## src/rtl/shifter_arb_pkg.sv

```systemverilog
// -----------------------------------------------------------------------------
// shifter_arb_pkg
// Shared constants and types for the shared barrel-shifter arbiter slice.
//   DATA_W / AMT_W       : operand width and shift-amount width
//   DIR_LEFT / DIR_RIGHT : encoding of the per-requester direction bit
//   arb_state_e          : control states of shifter_arbiter
// -----------------------------------------------------------------------------
package shifter_arb_pkg;

    localparam int unsigned DATA_W = 32;
    localparam int unsigned AMT_W  = 5;

    localparam logic DIR_LEFT  = 1'b0;
    localparam logic DIR_RIGHT = 1'b1;

    typedef enum logic [1:0] {
        IDLE = 2'd0,
        BUSY = 2'd1,
        RESP = 2'd2
    } arb_state_e;

    // Bit reversal lets one left-shift network serve both directions.
    function automatic logic [DATA_W-1:0] bit_reverse(input logic [DATA_W-1:0] x);
        logic [DATA_W-1:0] r;
        r = '0;
        for (int unsigned i = 0; i < DATA_W; i++) begin
            r[i] = x[DATA_W-1-i];
        end
        return r;
    endfunction

endpackage

```

## src/rtl/Barrel_Shifter.sv

```systemverilog
// -----------------------------------------------------------------------------
// Barrel_Shifter
// Combinational 32-bit logical barrel shifter (zero fill, no rotate).
// Ports:
//   D_IN  in  32  operand
//   AMT   in   5  shift amount 0..31 (0 passes data through)
//   DIR   in   1  0 = left, 1 = right (logical)
//   D_OUT out 32  shifted result
// -----------------------------------------------------------------------------
module Barrel_Shifter
    import shifter_arb_pkg::*;
(
    input  logic [DATA_W-1:0] D_IN,
    input  logic [AMT_W-1:0]  AMT,
    input  logic              DIR,
    output logic [DATA_W-1:0] D_OUT
);

    logic [DATA_W-1:0] stage;

    // Right shifts are done as reverse -> left shift -> reverse, so a single
    // log2 stage network is shared by both directions.
    always_comb begin
        stage = (DIR == DIR_RIGHT) ? bit_reverse(D_IN) : D_IN;
        for (int unsigned s = 0; s < AMT_W; s++) begin
            if (AMT[s]) begin
                stage = stage << (32'd1 << s);
            end
        end
        D_OUT = (DIR == DIR_RIGHT) ? bit_reverse(stage) : stage;
    end

endmodule

```

## src/rtl/shifter_arbiter_rr_arbiter.sv

```systemverilog
// -----------------------------------------------------------------------------
// rr_arbiter
// Purely combinational round-robin arbiter. The search starts one position
// after `last` and wraps modulo NUM_REQ.
// Ports:
//   req   in  NUM_REQ  request vector
//   last  in  ID_W     most recently granted index
//   en    in  1        grant allowed this cycle
//   grant out NUM_REQ  one-hot grant (zero when disabled or no request)
//   idx   out ID_W     encoded index of the granted requester
// -----------------------------------------------------------------------------
module rr_arbiter #(
    parameter int unsigned NUM_REQ = 4,
    parameter int unsigned ID_W    = $clog2(NUM_REQ)
) (
    input  logic [NUM_REQ-1:0] req,
    input  logic [ID_W-1:0]    last,
    input  logic               en,
    output logic [NUM_REQ-1:0] grant,
    output logic [ID_W-1:0]    idx
);

    logic            found;
    logic [ID_W-1:0] cand;

    always_comb begin
        grant = '0;
        idx   = '0;
        found = 1'b0;
        cand  = '0;
        for (int unsigned k = 1; k <= NUM_REQ; k++) begin
            cand = ID_W'((32'(last) + k) % NUM_REQ);
            if (!found && en && req[cand]) begin
                grant[cand] = 1'b1;
                idx         = cand;
                found       = 1'b1;
            end
        end
    end

endmodule

```

## src/rtl/shifter_arbiter.sv

```systemverilog
// -----------------------------------------------------------------------------
// shifter_arbiter
// Shares one Barrel_Shifter between NUM_REQ requesters with round-robin
// arbitration. The winner's operands are captured, shifted in the following
// cycle, and the registered result is returned tagged with the requester ID.
// Optional feature macro: SHIFT_ARB_LOCK_EN (adds REQ_LOCK and grant locking
// for up to LOCK_MAX consecutive grants to one requester).
// Ports:
//   CLK, RST_N          clock, asynchronous active-low reset
//   REQ_VALID/REQ_READY per-requester valid / one-hot accept
//   REQ_DIR             per-requester direction (0 left, 1 right)
//   REQ_AMT             5 bits per requester, slice i = [5i+4:5i]
//   REQ_DATA            32 bits per requester, slice i = [32i+31:32i]
//   REQ_LOCK            per-requester lock request (SHIFT_ARB_LOCK_EN only)
//   RSP_VALID/RSP_READY response handshake
//   RSP_ID, RSP_DATA    owner index and shifted result
// -----------------------------------------------------------------------------
module shifter_arbiter
    import shifter_arb_pkg::*;
#(
    parameter int unsigned NUM_REQ  = 4,
    parameter int unsigned ID_W     = $clog2(NUM_REQ),
    parameter int unsigned LOCK_MAX = 4
) (
    input  logic                      CLK,
    input  logic                      RST_N,
    input  logic [NUM_REQ-1:0]        REQ_VALID,
    output logic [NUM_REQ-1:0]        REQ_READY,
    input  logic [NUM_REQ-1:0]        REQ_DIR,
    input  logic [AMT_W*NUM_REQ-1:0]  REQ_AMT,
    input  logic [DATA_W*NUM_REQ-1:0] REQ_DATA,
`ifdef SHIFT_ARB_LOCK_EN
    input  logic [NUM_REQ-1:0]        REQ_LOCK,
`endif
    output logic                      RSP_VALID,
    input  logic                      RSP_READY,
    output logic [ID_W-1:0]           RSP_ID,
    output logic [DATA_W-1:0]         RSP_DATA
);

    if (NUM_REQ < 2 || NUM_REQ > 8) begin : g_bad_num_req
        $error("shifter_arbiter: NUM_REQ must be in 2..8");
    end
    if (LOCK_MAX < 1) begin : g_bad_lock_max
        $error("shifter_arbiter: LOCK_MAX must be at least 1");
    end

    localparam logic [ID_W-1:0] LAST_RST = ID_W'(NUM_REQ - 1);

    arb_state_e        state_q, state_d;
    logic [ID_W-1:0]   last_q, last_d;
    logic              dir_q, dir_d;
    logic [AMT_W-1:0]  amt_q, amt_d;
    logic [DATA_W-1:0] data_q, data_d;
    logic [DATA_W-1:0] rsp_data_q, rsp_data_d;
    logic [ID_W-1:0]   rsp_id_q, rsp_id_d;

    logic               accept_en;
    logic               accept;
    logic [NUM_REQ-1:0] grant;
    logic [ID_W-1:0]    win_idx;
    logic [ID_W-1:0]    arb_last;
    logic [DATA_W-1:0]  shift_out;

    assign accept_en = (state_q == IDLE) || ((state_q == RESP) && RSP_READY);
    assign accept    = |grant;

    rr_arbiter #(
        .NUM_REQ (NUM_REQ),
        .ID_W    (ID_W)
    ) u_rr_arbiter (
        .req   (REQ_VALID),
        .last  (arb_last),
        .en    (accept_en),
        .grant (grant),
        .idx   (win_idx)
    );

    Barrel_Shifter u_barrel_shifter (
        .D_IN  (data_q),
        .AMT   (amt_q),
        .DIR   (dir_q),
        .D_OUT (shift_out)
    );

`ifdef SHIFT_ARB_LOCK_EN
    localparam int unsigned     CNT_W   = $clog2(LOCK_MAX + 1);
    localparam logic [CNT_W-1:0] CNT_LIM = CNT_W'(LOCK_MAX - 1);

    logic             lock_q, lock_d;
    logic [CNT_W-1:0] cnt_q, cnt_d;
    logic [CNT_W-1:0] cnt_base;
    logic             lock_hit;

    // A lock is only honoured while the holder keeps VALID high. Feeding the
    // arbiter last_q-1 makes its search begin at last_q, so the locked
    // requester wins without a separate priority path.
    always_comb begin
        lock_hit = lock_q && REQ_VALID[last_q];
        arb_last = last_q;
        if (lock_hit) begin
            arb_last = (last_q == '0) ? LAST_RST : last_q - ID_W'(1);
        end
        cnt_base = lock_hit ? cnt_q : '0;
        lock_d   = lock_hit;
        cnt_d    = cnt_base;
        if (accept) begin
            if (REQ_LOCK[win_idx] && (cnt_base < CNT_LIM)) begin
                lock_d = 1'b1;
                cnt_d  = cnt_base + CNT_W'(1);
            end else begin
                lock_d = 1'b0;
                cnt_d  = '0;
            end
        end
    end

    always_ff @(posedge CLK or negedge RST_N) begin
        if (!RST_N) begin
            lock_q <= 1'b0;
            cnt_q  <= '0;
        end else begin
            lock_q <= lock_d;
            cnt_q  <= cnt_d;
        end
    end
`else
    assign arb_last = last_q;
`endif

    // last_q doubles as the captured requester ID: both update only on accept
    // and always to the winner.
    always_comb begin
        state_d    = state_q;
        last_d     = last_q;
        dir_d      = dir_q;
        amt_d      = amt_q;
        data_d     = data_q;
        rsp_data_d = rsp_data_q;
        rsp_id_d   = rsp_id_q;

        case (state_q)
            IDLE: begin
                if (accept) state_d = BUSY;
            end
            BUSY: begin
                state_d    = RESP;
                rsp_data_d = shift_out;
                rsp_id_d   = last_q;
            end
            RESP: begin
                if (RSP_READY) state_d = accept ? BUSY : IDLE;
            end
            default: state_d = IDLE;
        endcase

        if (accept) begin
            last_d = win_idx;
            dir_d  = REQ_DIR[win_idx];
            amt_d  = REQ_AMT[win_idx*AMT_W +: AMT_W];
            data_d = REQ_DATA[win_idx*DATA_W +: DATA_W];
        end
    end

    always_ff @(posedge CLK or negedge RST_N) begin
        if (!RST_N) begin
            state_q    <= IDLE;
            last_q     <= LAST_RST;
            dir_q      <= DIR_LEFT;
            amt_q      <= '0;
            data_q     <= '0;
            rsp_data_q <= '0;
            rsp_id_q   <= '0;
        end else begin
            state_q    <= state_d;
            last_q     <= last_d;
            dir_q      <= dir_d;
            amt_q      <= amt_d;
            data_q     <= data_d;
            rsp_data_q <= rsp_data_d;
            rsp_id_q   <= rsp_id_d;
        end
    end

    assign REQ_READY = grant;
    assign RSP_VALID = (state_q == RESP);
    assign RSP_ID    = rsp_id_q;
    assign RSP_DATA  = rsp_data_q;

endmodule

```

## config.mk

```make
export PLATFORM = sky130hd
export DESIGN_NAME = shifter_arbiter
export DESIGN_NICKNAME = d
export VERILOG_FILES = /design/src/rtl/shifter_arb_pkg.sv /design/src/rtl/Barrel_Shifter.sv /design/src/rtl/shifter_arbiter_rr_arbiter.sv /design/src/rtl/shifter_arbiter.sv
export SDC_FILE = /design/constraint.sdc
export NUM_CORES = 1
export LEC_CHECK = 0
export CAP_MARGIN = 40
export CORE_UTILIZATION = 30
export CTS_CLUSTER_DIAMETER = 40
export CTS_CLUSTER_SIZE = 12
export DETAILED_ROUTE_END_ITERATION = 10
export HOLD_SLACK_MARGIN = 0.06
export MAX_ROUTING_LAYER = met4
export PLACE_DENSITY = 0.64
export SYNTH_ARGS = -nofsm -noshare
export SYNTH_HDL_FRONTEND = slang
export SYNTH_SLANG_ARGS = --single-unit
```

## constraint.sdc

```tcl
create_clock -name CLK -period 5.5 [get_ports CLK]
set_clock_uncertainty 0.05 [all_clocks]
set_input_delay 1.1 -clock CLK [delete_from_list [all_inputs] [get_ports CLK]]
set_output_delay 1.1 -clock CLK [all_outputs]
set_load 0.02 [all_outputs]
```

==> results.md <==
- By area the synthesized netlist is led by sky130_fd_sc_hd__dfrtp_1 (29%), sky130_fd_sc_hd__mux4_2 (28%), sky130_fd_sc_hd__mux2_2 (10%).
- At the end of routability-driven placement, the weighted congestion stood at 0.919.
- The antenna violation net count after detailed routing is 0.
- Across the run, the number of max-cap violations was 0.
- The number of instances in the synthesized netlist is 546.
- Using the TritonRoute via totals, the vias-per-cell ratio works out to 5.39.
- Setup repair after global routing left no endpoint under its margin.
- The clock tree synthesis step divided the H-tree into 3 levels.
- The required time reported for the critical path endpoint is 4.35 ns.
- In this run, synthesis produced a sequential element count of 76.
- For the worst-skew pair, the clock arrives at the later sink with an insertion delay of 0.35 ns.
- Headroom to the max-slew limit came out at 0.515.
- From synthesis to final layout, the design area changed by 40.8%.
- For this run, the detailed router's first-pass iteration total came to 5.
- STA puts the critical path data arrival time at 3.89 ns.
- The flow ran to the end, and the final reports show no timing, DRC or antenna violations.
- Of the total power, registers draw 0.180.
- Following the worst setup path forward leads to its endpoint at REQ_READY[3].
- After clock tree synthesis, the flow added hold-fix buffers numbering 0.
- Based on the critical path, the design can be clocked at up to 199 MHz.
- The flip-flop and latch area is 1910 µm².
- The critical path in this run is classified as register to output port.
- The proportion of total power due to net switching is 0.428.
- The worst register-to-register path has a setup slack of 1.17 ns.
- The floorplan step defined a die boundary enclosing 21700 µm².
- The floorplan step set the die width to 147 µm.
- For this run, the register share of the synthesized area comes to 0.300.
- The clock-pin slew on the worst setup and hold paths is 0.06 ns.
- The final max-slew violation count is 0.
- Timing analysis after detailed placement gives a worst setup slack of 0.656 ns.
- The clock tree from TritonCTS is built.
- The most common cell in the synthesized netlist is sky130_fd_sc_hd__mux4_2.
- The worst hold path startpoint is RSP_DATA[10].
- The total track usage is 0.176.
- The number of nets produced by synthesis is 713.
- The first global-routing pass estimated 28900 µm of wire.
- The via count is 5336.
- The minimum setup slack in the final design is 0.462 ns.
- The design internal power is 0.00376 W.
- The launch point of the worst reg-to-reg path is arb_last[0].
- Across all hold checks on the routed design, the worst slack comes to 0.428 ns.
- The static leakage is 3.41 nW.
- The worst setup path startpoint is arb_last[0].
- During synthesis, Yosys emitted a total of 0 warnings.
- The initial antenna violation count was 0.
- Counting distinct cell types in the post-synthesis netlist gives 51.
- The worst register-to-register path ends at data_q[17].
- In the routed design, unresolved DRC markers number 0.
- The layout cell share with drive strength beyond 1 is 0.240.
- The maximum vdd drop is 0.000245 V.
- The clock passes through at most 2 buffers.
- The port buffer count is 197.
- The number of failing hold endpoints at the final stage came to 0.
- The sum of negative setup slack is 0 ns.
- The switching power total is 0.00282 W.
- The root buffer selected by CTS is sky130_fd_sc_hd__clkbuf_16.
- Buffers added to address setup during post-CTS repair amount to 0.
- The area share of the largest cell type after synthesis is 0.292.
- The total global routing overflow is 0.
- 0 antenna diodes ended up in the layout.
- CTS saw 76 sinks.
- The final layout contains routed wiring with a total length of 17700 µm.
- Of the total power, combinational logic draws 0.710.
- Once the clock tree was built, the resizer swapped 0 gates to a different size.
- The async set or reset register ratio after synthesis is 1.00.
- The class of the most critical hold timing path is register to register.
- Dividing the detail-routed wire length by the instance count gives 17.9 µm.
- After the first detailed-routing iteration, the DRC count stood at 379.
- The actual transition at the worst max-transition pin is 0.725 ns.
- The number of global-route vias before repair is 5350.
- After legalization and detailed placement, the total HPWL measured 14000 µm.
- In the synthesized netlist the dominant register cell turns out to be sky130_fd_sc_hd__dfrtp_1.
- Counting flops with a built-in enable in the synthesized netlist gives 0.
- The initial utilization of the core area, before any placement, comes to 0.310.
- The cell area after synthesis is 6350 µm².
- The largest total area in the synthesized netlist belongs to sky130_fd_sc_hd__dfrtp_1.
- STA classifies the critical path startpoint as a register.
- 198 I/O pins were placed.
- The placeable core region is 20500 µm².
- The worst reg2reg path depth is 10.
- At the end of the flow, the number of nets in the layout was 882.
- The synthesized area per cell is 11.6 µm².
- Counting instances in the post-synthesis netlist gives the leading cell types as sky130_fd_sc_hd__mux4_2 (80), sky130_fd_sc_hd__dfrtp_1 (74), sky130_fd_sc_hd__mux2_2 (58).
- The area of the multi-input gates is 4210 µm².
- Measured along the y axis, the die boundary spans 147 µm.
- Of the available clock period, the critical path in the final layout requires 0.916.
- Setup violations remaining at the end of the flow were counted as 0.
- The clock period minus worst slack is 5.04 ns.
- The type of element capturing the critical path is an output port.
- Leaving out filler cells and counting taps, the final layout contains 990.
- Along the worst path, the maximum fanout reaches 16.
- In this run, placement finished with an instance count of 974.
- For this design the ratio of total power to cell area is 736 nW/µm².
- The number of fillers in the final layout is 1961.
- Entering global routing, the biggest net connects 52 pins.
- Of the total power, the clock network draws 0.111.
- The floorplan has 52 rows.
- The number of buffers inserted during clock tree synthesis is 9.
## worst min path at each step
stage	end	slack (ns)	cells after the start
4_1_cts	RSP_DATA[8]	0.44	2
6_report	RSP_DATA[10]	0.43	2
3_5_place_dp	RSP_DATA[8]	0.42	2
2_1_floorplan	state_q[1]	0.42	1
3_3_place_gp	RSP_DATA[17]	0.42	2
5_1_grt	RSP_ID[1]	0.47	2
## cell families (layout without fill, tap and decap cells)
| logic type | count (synthesis) | count (layout) | synth area share |
|---|---|---|---|
| muxes | 175 | 175 | 0.445 |
| buffers and inverters | 59 | 233 | 0.0402 |
| and+or+nand+nor | 119 | 119 | 0.0846 |
| DFF | 76 | 76 | 0.300 |
| AOI/OAI and AO/OA | 108 | 108 | 0.113 |
| adders and majority gates | 8 | 8 | 0.0158 |
| xor gates and xnor gates | 1 | 1 | 0.00138 |
## final cells by class
cell class	count	area share
Timing Repair Buffer	207	0.233
Clock buffer	12	0.0276
Clock inverter	4	0.0134
Inverter	10	0.00420
Multi-Input combinational cell	411	0.471
Sequential cell	76	0.213
Tap cell	270	0.0378
## worst max-delay path, cell delays in order, from the launching register on
cell	delay [ns]
sky130_fd_sc_hd__dfstp_2	0.71
sky130_fd_sc_hd__inv_1	0.21
sky130_fd_sc_hd__ha_1	0.55
sky130_fd_sc_hd__mux4_2	0.63
sky130_fd_sc_hd__nor2_1	0.16
sky130_fd_sc_hd__o21ai_1	0.10
sky130_fd_sc_hd__nor2_1	0.27
sky130_fd_sc_hd__a221o_1	0.28
sky130_fd_sc_hd__clkdlybuf4s50_1	0.64
## routing by layer
metal,up-vias,share of wire,track usage
li1,2488,-,-
met1,2624,0.45,0.235
met2,204,0.48,0.271
met3,20,0.061,0.0352
met4,0,0.014,0.0515
met5,-,0,-
## registers in the layout (all words and copies together) (netlist names)
signal / cells
RSP_DATA: 32
data_q: 32
amt_q: 5
RSP_ID: 2
arb_last: 2
state_q: 2
dir_q: 1
## power by group through the flow
stage | Combinational (W) | Sequential (W) | Clock (W)
after floorplan | 0.00353 | 0.00112 | 0
after global placement | 0.00456 | 0.00123 | 0
after detailed placement | 0.00467 | 0.00119 | 0
after CTS | 0.00469 | 0.00118 | 0.000747
after global routing | 0.00507 | 0.00124 | 0.000774
final | 0.00467 | 0.00118 | 0.000728
## placed cells by master (no fill, tap or decap), types with 3 or more instances in the layout
cell type                           n
sky130_fd_sc_hd__and3_1             4
sky130_fd_sc_hd__nor2b_1            3
sky130_fd_sc_hd__mux2_2            58
sky130_fd_sc_hd__dfrtp_1           73
sky130_fd_sc_hd__nor2_1            48
sky130_fd_sc_hd__mux2i_1           36
sky130_fd_sc_hd__buf_12             3
sky130_fd_sc_hd__a21oi_1           14
sky130_fd_sc_hd__ha_1               8
sky130_fd_sc_hd__o21ai_0           38
sky130_fd_sc_hd__inv_1              7
sky130_fd_sc_hd__nor3_1             6
sky130_fd_sc_hd__a221o_1           10
sky130_fd_sc_hd__nand2_1           37
sky130_fd_sc_hd__buf_4              8
sky130_fd_sc_hd__mux4_2            80
sky130_fd_sc_hd__clkdlybuf4s50_1  196
sky130_fd_sc_hd__o211ai_1           4
sky130_fd_sc_hd__clkbuf_16          9
sky130_fd_sc_hd__bufinv_16          4
sky130_fd_sc_hd__a22oi_1           17
sky130_fd_sc_hd__nor4_1             6
sky130_fd_sc_hd__nand2b_1           6
## stage by stage
stage / instance area (µm²) / total power [W] / utilization
after global placement: 8530 / 0.00579 / 0.416
after floorplan: 6350 / 0.00465 / -
final: 8940 / 0.00658 / 0.436
after CTS: 8940 / 0.00662 / 0.436
after global routing: 8940 / 0.00708 / 0.436
after detailed placement: 8570 / 0.00586 / 0.418
(Power assumes the default switching activity.)
